--- src/rtl/fen_board_stream.sv ---
// fen_board_stream: expands the piece-placement field of a FEN byte stream
// into 64 per-square records (a8..h8, ..., a1..h1) and flags malformed boards.
// Optional feature: define FEN_SIDE_EN to decode the side-to-move character
// that follows the board field. Without it, out_black_to_move and
// out_side_valid stay 0.
module fen_board_stream #(
    parameter int CHAR_W = 8
) (
    input  logic              clk,
    input  logic              rst,
    input  logic              in_valid,
    input  logic              in_sop,
    input  logic [CHAR_W-1:0] in_data,
    output logic              in_ready,
    output logic              out_pos_valid,
    output logic              out_pos_sop,
    output logic              out_pos_eop,
    output logic [3:0]        out_pos_piece,
    output logic              out_error,
    output logic              out_black_to_move,
    output logic              out_side_valid
);

    typedef enum logic [2:0] {
        S_IDLE,
        S_BOARD,
        S_EXPAND,
        S_TAIL,
        S_SKIP
    } state_t;

    localparam logic [6:0] C_SPACE = 7'h20;
    localparam logic [6:0] C_SLASH = 7'h2F;
    localparam logic [6:0] C_ONE   = 7'h31;
    localparam logic [6:0] C_EIGHT = 7'h38;
    localparam logic [6:0] C_LOW_B = 7'h62;
    localparam logic [6:0] C_LOW_W = 7'h77;

    state_t      r_state;
    logic [6:0]  r_sq;
    logic [3:0]  r_file;
    logic [2:0]  r_rank;
    logic [2:0]  r_run;
    logic        r_pos_valid;
    logic        r_pos_sop;
    logic        r_pos_eop;
    logic [3:0]  r_pos_piece;
    logic        r_error;
    logic        r_btm;
    logic        r_side_valid;

    state_t      w_state_next;
    logic [6:0]  w_sq_next;
    logic [3:0]  w_file_next;
    logic [2:0]  w_rank_next;
    logic [2:0]  w_run_next;
    logic        w_emit;
    logic [3:0]  w_emit_piece;
    logic [6:0]  w_emit_idx;
    logic        w_bad;
    logic        w_side_valid_next;
    logic        w_btm_next;

    logic        w_accept;
    logic        w_hi_ok;
    logic [6:0]  w_ch;
    logic [2:0]  w_ptype;
    logic        w_pblack;
    logic        w_is_digit;
    logic [3:0]  w_n;
    logic [6:0]  w_base_sq;
    logic [3:0]  w_base_file;
    logic [2:0]  w_base_rank;
    logic [4:0]  w_piece_end;
    logic [4:0]  w_digit_end;

    // A new string's first character may preempt an expansion in progress,
    // so a valid in_sop is always accepted.
    assign in_ready = (r_state != S_EXPAND) || (in_valid && in_sop);
    assign w_accept = in_valid && in_ready;
    assign w_ch     = in_data[6:0];

    // Characters with any bit above the ASCII range set are illegal.
    generate
        if (CHAR_W > 7) begin : g_hi
            assign w_hi_ok = (in_data[CHAR_W-1:7] == '0);
        end else begin : g_nohi
            assign w_hi_ok = 1'b1;
        end
    endgenerate

    assign w_is_digit = (w_ch >= C_ONE) && (w_ch <= C_EIGHT);
    assign w_n        = w_ch[3:0];

    // A sop character starts from cleared counters whatever the current state.
    assign w_base_sq   = in_sop ? 7'd0 : r_sq;
    assign w_base_file = in_sop ? 4'd0 : r_file;
    assign w_base_rank = in_sop ? 3'd0 : r_rank;
    assign w_piece_end = {1'b0, w_base_file} + 5'd1;
    assign w_digit_end = {1'b0, w_base_file} + {1'b0, w_n};

    // Piece letter decode: type code and colour.
    always_comb begin
        w_ptype  = 3'd0;
        w_pblack = 1'b0;
        case (w_ch)
            7'h50: w_ptype = 3'd1;                    // P
            7'h4E: w_ptype = 3'd2;                    // N
            7'h42: w_ptype = 3'd3;                    // B
            7'h52: w_ptype = 3'd4;                    // R
            7'h51: w_ptype = 3'd5;                    // Q
            7'h4B: w_ptype = 3'd6;                    // K
            7'h70: begin w_ptype = 3'd1; w_pblack = 1'b1; end // p
            7'h6E: begin w_ptype = 3'd2; w_pblack = 1'b1; end // n
            7'h62: begin w_ptype = 3'd3; w_pblack = 1'b1; end // b
            7'h72: begin w_ptype = 3'd4; w_pblack = 1'b1; end // r
            7'h71: begin w_ptype = 3'd5; w_pblack = 1'b1; end // q
            7'h6B: begin w_ptype = 3'd6; w_pblack = 1'b1; end // k
            default: ;
        endcase
    end

    // Next-state, counter and record generation.
    always_comb begin
        w_state_next      = r_state;
        w_sq_next         = r_sq;
        w_file_next       = r_file;
        w_rank_next       = r_rank;
        w_run_next        = r_run;
        w_emit            = 1'b0;
        w_emit_piece      = 4'd0;
        w_emit_idx        = r_sq;
        w_bad             = 1'b0;
        w_side_valid_next = 1'b0;
        w_btm_next        = r_btm;

        if (w_accept && (in_sop || r_state == S_BOARD)) begin
            w_state_next = S_BOARD;
            w_sq_next    = w_base_sq;
            w_file_next  = w_base_file;
            w_rank_next  = w_base_rank;
            w_run_next   = 3'd0;
            w_emit_idx   = w_base_sq;
            if (!w_hi_ok) begin
                w_bad = 1'b1;
            end else if (w_base_sq == 7'd64) begin
                // Board complete: only the separating space is legal.
                if (w_ch == C_SPACE) w_state_next = S_TAIL;
                else                 w_bad = 1'b1;
            end else if (w_ptype != 3'd0) begin
                if (w_piece_end > 5'd8) begin
                    w_bad = 1'b1;
                end else begin
                    w_emit       = 1'b1;
                    w_emit_piece = {w_pblack, w_ptype};
                    w_file_next  = w_piece_end[3:0];
                    w_sq_next    = w_base_sq + 7'd1;
                end
            end else if (w_is_digit) begin
                if (w_digit_end > 5'd8) begin
                    w_bad = 1'b1;
                end else begin
                    // First empty goes out now, the rest from EXPAND.
                    w_emit      = 1'b1;
                    w_file_next = w_digit_end[3:0];
                    w_sq_next   = w_base_sq + 7'd1;
                    if (w_n > 4'd1) begin
                        w_run_next   = 3'(w_n - 4'd1);
                        w_state_next = S_EXPAND;
                    end
                end
            end else if (w_ch == C_SLASH) begin
                if (w_base_file == 4'd8 && w_base_rank != 3'd7) begin
                    w_file_next = 4'd0;
                    w_rank_next = w_base_rank + 3'd1;
                end else begin
                    w_bad = 1'b1;
                end
            end else begin
                w_bad = 1'b1;
            end
        end else begin
            case (r_state)
                S_EXPAND: begin
                    w_emit     = 1'b1;
                    w_sq_next  = (r_sq == 7'd64) ? r_sq : r_sq + 7'd1;
                    w_run_next = r_run - 3'd1;
                    if (r_run == 3'd1) w_state_next = S_BOARD;
                end
                S_TAIL: begin
                    if (w_accept) begin
`ifdef FEN_SIDE_EN
                        if (w_hi_ok && w_ch == C_LOW_W) begin
                            w_btm_next        = 1'b0;
                            w_side_valid_next = 1'b1;
                        end else if (w_hi_ok && w_ch == C_LOW_B) begin
                            w_btm_next        = 1'b1;
                            w_side_valid_next = 1'b1;
                        end else begin
                            w_bad = 1'b1;
                        end
`endif
                        w_state_next = S_SKIP;
                    end
                end
                default: ;
            endcase
        end

        if (w_bad) begin
            w_emit       = 1'b0;
            w_state_next = S_SKIP;
        end
    end

    // State, counters and registered outputs.
    always_ff @(posedge clk or posedge rst) begin
        if (rst) begin
            r_state      <= S_IDLE;
            r_sq         <= 7'd0;
            r_file       <= 4'd0;
            r_rank       <= 3'd0;
            r_run        <= 3'd0;
            r_pos_valid  <= 1'b0;
            r_pos_sop    <= 1'b0;
            r_pos_eop    <= 1'b0;
            r_pos_piece  <= 4'd0;
            r_error      <= 1'b0;
            r_btm        <= 1'b0;
            r_side_valid <= 1'b0;
        end else begin
            r_state      <= w_state_next;
            r_sq         <= w_sq_next;
            r_file       <= w_file_next;
            r_rank       <= w_rank_next;
            r_run        <= w_run_next;
            r_pos_valid  <= w_emit;
            r_pos_sop    <= w_emit && (w_emit_idx == 7'd0);
            r_pos_eop    <= w_emit && (w_emit_idx == 7'd63);
            r_pos_piece  <= w_emit ? w_emit_piece : 4'd0;
            r_error      <= w_bad;
            r_btm        <= w_btm_next;
            r_side_valid <= w_side_valid_next;
        end
    end

    assign out_pos_valid     = r_pos_valid;
    assign out_pos_sop       = r_pos_sop;
    assign out_pos_eop       = r_pos_eop;
    assign out_pos_piece     = r_pos_piece;
    assign out_error         = r_error;
    assign out_black_to_move = r_btm;
    assign out_side_valid    = r_side_valid;

endmodule

--- config.mk ---
export PLATFORM = sky130hd
export DESIGN_NAME = fen_board_stream
export DESIGN_NICKNAME = d
export VERILOG_FILES = /design/src/rtl/fen_board_stream.sv
export SDC_FILE = /design/constraint.sdc
export NUM_CORES = 1
export LEC_CHECK = 0
export BUFFER_PORTS_ARGS = -buffer_cell sky130_fd_sc_hd__buf_2
export CAP_MARGIN = 25
export CORE_ASPECT_RATIO = 1.5
export CORE_MARGIN = 2
export CORE_UTILIZATION = 45
export DETAILED_ROUTE_END_ITERATION = 7
export HOLD_SLACK_MARGIN = 0.02
export PLACE_DENSITY = 0.65
export SYNTH_ARGS = -nofsm -noshare
export SYNTH_HDL_FRONTEND = slang
export SYNTH_SLANG_ARGS = --single-unit
--- constraint.sdc ---
create_clock -name clk -period 2.7 [get_ports clk]
set_clock_uncertainty 0.15 [all_clocks]
set_input_delay 0.135 -clock clk [delete_from_list [all_inputs] [get_ports clk]]
set_output_delay 0.135 -clock clk [all_outputs]
set_load 0.005 [all_outputs]
After elaboration in Yosys (flattened, before gate mapping)
Cells that the tools add are included.
Widths: inputs -> output; s select.
{"block": "classes", "n_reduce_logical": 22, "eq_ne": 27, "add_sub_neg": 7, "order_cmp": 5, "mux": 74}
{"operator": "$eq 7x7->1 const B", "count": 14}
{"operator": "$mux 7", "count": 11}
{"operator": "$mux 3", "count": 21}
{"operator": "$mux 4", "count": 15}
{"operator": "$eq 7x6->1 const B", "count": 3}
{"operator": "$mux 1", "count": 20}
{"operator": "$pmux 3 s6", "count": 1}
{"operator": "$add 7x1->7 const B", "count": 2}
{"operator": "$reduce_or 2->1", "count": 6}
{"operator": "$gt 5x4->1 const B", "count": 2}
{"operator": "$mux 2", "count": 5}
{"operator": "$ne 4x4->1 const B", "count": 2}
{"operator": "$ge 7x6->1 const B", "count": 1}
{"operator": "$le 7x6->1 const B", "count": 1}
{"operator": "$logic_and 1x1->1", "count": 7}
{"operator": "$logic_not 7->1", "count": 1}
{"operator": "$eq 3x1->1 const B", "count": 2}
{"operator": "$eq 3x2->1 const B", "count": 2}
{"operator": "$pmux 3 s2", "count": 1}
{"operator": "$reduce_or 6->1", "count": 1}
{"operator": "$sub 3x1->3 const B", "count": 2}
{"operator": "$add 4x1->5 const B", "count": 1}
{"operator": "$add 4x4->5", "count": 1}
{"operator": "$eq 4x4->1 const B", "count": 1}
{"operator": "other kinds (11)", "count": 12}
{"block": "totals", "in_bits": 12, "output_inout_bits": 11, "elab_cells": 145, "ff_bits": 28}

Depth between registers and ports, before layout
{"block": "logic_depth", "depth_word": 12, "ltp_mapped": 13}

Worst setup path before layout
OpenSTA, ideal clock, no wires.
{"block": "synth_path", "path_type": "reg2reg", "from": "register r_file[3]", "to": "register r_file[2]", "synth_period_minus_slack_ns": 2.830, "n_path_buf": 2, "setup_slack_ns": -0.130, "setup_ns": 0.129, "t_arrival_ns": 2.551, "stages_incl_launch_ff": 11, "cell_sequence": "dfrtp_1 -> clkbuf_1 -> nand2_1 -> inv_1 -> ha_1 -> inv_1 -> o41ai_1 -> a311oi_2 -> a31o_4 -> buf_4 -> o41a_1"}
{"block": "synth_via", "elab_chain_cells": 9, "elab_cells_between_ends": 15, "classes_between": "2 x add/sub; 2 x order compare; 1 x eq/ne; 9 x mux; 1 x reduce/logical"}
{"item": "from (decl)", "line_no": "41", "rtl": "logic [3:0] r_file;"}
{"item": "from (signal assigned)", "line_no": "234", "rtl": "r_file <= w_file_next;"}
{"item": "$mux 4 (*)", "line_no": "97", "rtl": "assign w_base_file = in_sop ? 4'd0 : r_file;"}
{"item": "parallel branches: the longest is 5 deep, another holds $add 4x4->5"}
{"item": "$mux 4 (*)", "line_no": "150", "rtl": "end else if (w_ptype != 3'd0) begin"}
{"item": "$mux 4 (*)", "line_no": "146", "rtl": "end else if (w_base_sq == 7'd64) begin"}
{"item": "$mux 4 (*)", "line_no": "144", "rtl": "if (!w_hi_ok) begin"}
Every way passes the cells marked *.
A chain may end at the register's enable or synchronous reset.

Worst setup path after layout
{"block": "layout_path", "from": "register r_file[0]", "to": "register r_state[1]"}
{"block": "layout_via", "elab_chain_cells": 12, "elab_cells_between_ends": 27, "classes_between": "2 x add/sub; 2 x order compare; 3 x eq/ne; 17 x mux; 3 x reduce/logical"}
{"item": "$mux 4 (*)", "line_no": "97"}
{"item": "parallel branches: the longest is 11 deep, another holds $add 4x4->5"}
{"item": "to (signal assigned)", "line_no": "232", "rtl": "r_state <= w_state_next;"}
{"item": "to (decl)", "line_no": "39", "rtl": "state_t r_state;"}
Marked as above.

==> out/qor.csv <==
metric,value,unit
track_usage,25.1,%
ys_seq_elements,28,
p_leak,1.39,nW
pwr-share-clk,21.0,%
grt_pass1_wl,12800,um
crit_path_cell_trace,nor2b_4 > ha_4 > o21ai_1 > o221a_2 > a311oi_4 > buf_4 > a31oi_4 > and4bb_1 > nor2b_1 > a32o_1,
clockBufferDepth,2,
ant_nets,0,
tightest_slew,0.520,ns
yosys.area.top_type_share,26.4,%
numClockSinks,28,
r2r_start,r_file[0],
diodes,0,
drt-initial-drc-count,120,
critPathLaunchType,flop,
route.detailed.drc,0,
cts-root-buf,clkbuf_8,
intPower,1.02,mW
power_switching,0.660,mW
antenna_found_initial,0,
synth-edff-count,0,
power,1.68,mW
worstPathRequired,2.74,ns
final_layout_size_suffix_gt1_share,24.0,%
fin_cells,435,
clock_latency,0.29,ns
seq_area,701,um2
power.density,527,nW/um2
htree_num_levels,1,
numCtsBuffers,3,
gp_congestion,0.937,
critical_path_class,flop to flop,
min_period,2.66,ns
cap_viol_max_count,0,
critPathLaunch,r_file[0],
endpoint_kind,flop,
place_hpwl,5900,um
yosysTopAreaCell,dfrtp_1,
p_sw_share,39.2,%
slew_headroom,65.2,%
area_growth,20.2,%
grt_setup_unrepaired,yes,
rows,34,
hold_viol_final,0,
slew_viol_final,0,
dpl.cell_count,424,
ys.warnings.count,0,
synthArstFlopShare,100,%
ys_types,73,
portBuffers,20,
arrival,2.69,ns
drt_wl_total,7900,um
timing.final.crit_share,98.4,%
crit_buf_inv,1,
path_clk_slew,0.11,ns
fmax,0.377,GHz
setup_violations,0,
multi_input_area,1880,um2
p_seq_share,33.5,%
die_w,66.7,um
finalNetCount,393,
cts_tree,yes,
core_area,5740,um2
syn_area_per_cell,8.14,um2
ios,23,
wl_per_cell,18.2,um
power_frac_comb,45.5,%
min_from,in_data[6],
hold_path_class,input pin to flop,
grt_overflow_total,0,
dr.pass1.iters,5,
fill_cells,545,
ys_top_cells_by_area,"dfrtp_1, ha_1, nand2_1",
vias,2651,
cp_slowest_cell,dfrtp_1,
critPathMaxStageDelay,0.38,ns
syn_inst,326,
synth_ff_type,dfrtp_1,
crit_path_max_fanout,5,
die_area,6540,um2
ys_seq_area_share,26.4,%
grt_pass1_vias,2709,
ir_drop,0.279,mV
synth_area,2660,um2
via_per_inst,6.09,
crit_family,compound AO/OA/AOI/OAI gates,
outcome,"finished, final reports clean",
start_util,46.2,%
grt_max_degree,29,
die_y,98.1,um
worst paths after layout:
check	to	slack, ns	depth (start not counted)
max	r_state[1]	0.04	10
min	out_pos_piece[2]	0.05	3
min reg2reg	r_rank[1]	0.36	1
max reg2reg	r_state[1]	0.04	10
max in group asynchronous	r_rank[0]	1.81	4
min in group asynchronous	r_rank[2]	0.30	4
area by class of cell:
cell class	instances	area share, %
inverters	18	2.12
clock buffers	3	1.29
multi-input cells	256	58.8
repair buffers	57	12.1
flip-flops and latches	28	22.0
well taps	72	2.82
clock inverters	1	0.941
cells in the mapped netlist, drive strengths merged, types with 7 or more instances:
cell type	number
buf	17
a31oi	8
nor3	8
nand4	7
o21ai	17
clkbuf	8
a21oi	16
nand3	8
xnor2	7
dfrtp	28
nand2	31
nor2	32
ha	17
inv	18
nor2b	8
kinds of logic after synthesis:
kind of cell | after synthesis | share of synthesized area (%)
and+or+nand+nor | 127 | 25.9
AOI/OAI and AO/OA | 94 | 26.3
other | 1 | 0.141
adders and majority gates | 17 | 8.01
xor gates and xnor gates | 12 | 3.96
muxes | 4 | 1.56
buffers and inverters | 43 | 7.82
DFF | 28 | 26.4
flip-flops by register name, summed over array words and instances (netlist names):
register       flops
r_sq               7
r_rank             3
r_file             4
out_pos_sop        1
out_pos_eop        1
out_error          1
r_run              3
r_state            3
out_pos_valid      1
out_pos_piece      4
placed cells by master, fill, tap and decap left out, drive strengths merged, types with 8 or more instances in the layout:
master	synthesis	routed
nor3	8	8
nand2	31	31
buf	17	54
a31oi	8	8
nand3	8	8
o21ai	17	17
ha	17	17
a21oi	16	16
inv	18	18
nor2b	8	8
nor2	32	32
dfrtp	28	28
worst reg2reg max path, delay by kind of cell, from the launching register on:
family / cells / cell delay (ns)
AOI/OAI and AO/OA: 5 / 1.07
and+or+nand+nor: 3 / 0.61
DFF: 1 / 0.38
buffers and inverters: 1 / 0.19
adders and majority gates: 1 / 0.16
power by group through the flow:
stage          logic (mW)  clock network (mW)  registers [mW]
5_1_grt             0.842               0.377           0.570
3_5_place_dp        0.694                   0           0.565
6_report            0.765               0.354           0.563
2_1_floorplan       0.511                   0           0.536
4_1_cts             0.708               0.361           0.559
3_3_place_gp        0.683                   0           0.564
per-layer routing:
| layer | part of all wire [%] | wire length (um) | GRT usage (%) |
|---|---|---|---|
| met4 | 3.8 | 299 | 15.4 |
| met3 | 4.2 | 332 | 2.19 |
| met1 | 40 | 3120 | 28.5 |
| met5 | 0 | 0 | 0 |
| met2 | 52 | 4150 | 43.8 |
stage by stage:
step / hold WS, ns / worst slack, ns / setup TNS, ns / utilization [%] / area (um2)
6_report: 0.0471 / 0.0440 / 0 / 55.6 / 3190
5_1_grt: 0.0590 / -0.0506 / -0.141 / 55.6 / 3190
4_1_cts: 0.0371 / -0.0452 / -0.114 / 53.5 / 3070
3_5_place_dp: 0.0913 / -0.0810 / -0.0971 / 51.3 / 2940
3_3_place_gp: 0.0772 / 0.0186 / 0 / 51.3 / 2940
2_1_floorplan: 0.0504 / 0.00843 / 0 / - / 2670
what timing repair did:
action	CTS	global route
buffers inserted	1	3
endpoints found under the setup margin	8	18
gates resized for setup	4	15
hold endpoints to repair	31	0
hold buffers	3	0
pin swaps	1	9
Note: power is estimated with default switching activity, not from simulation.
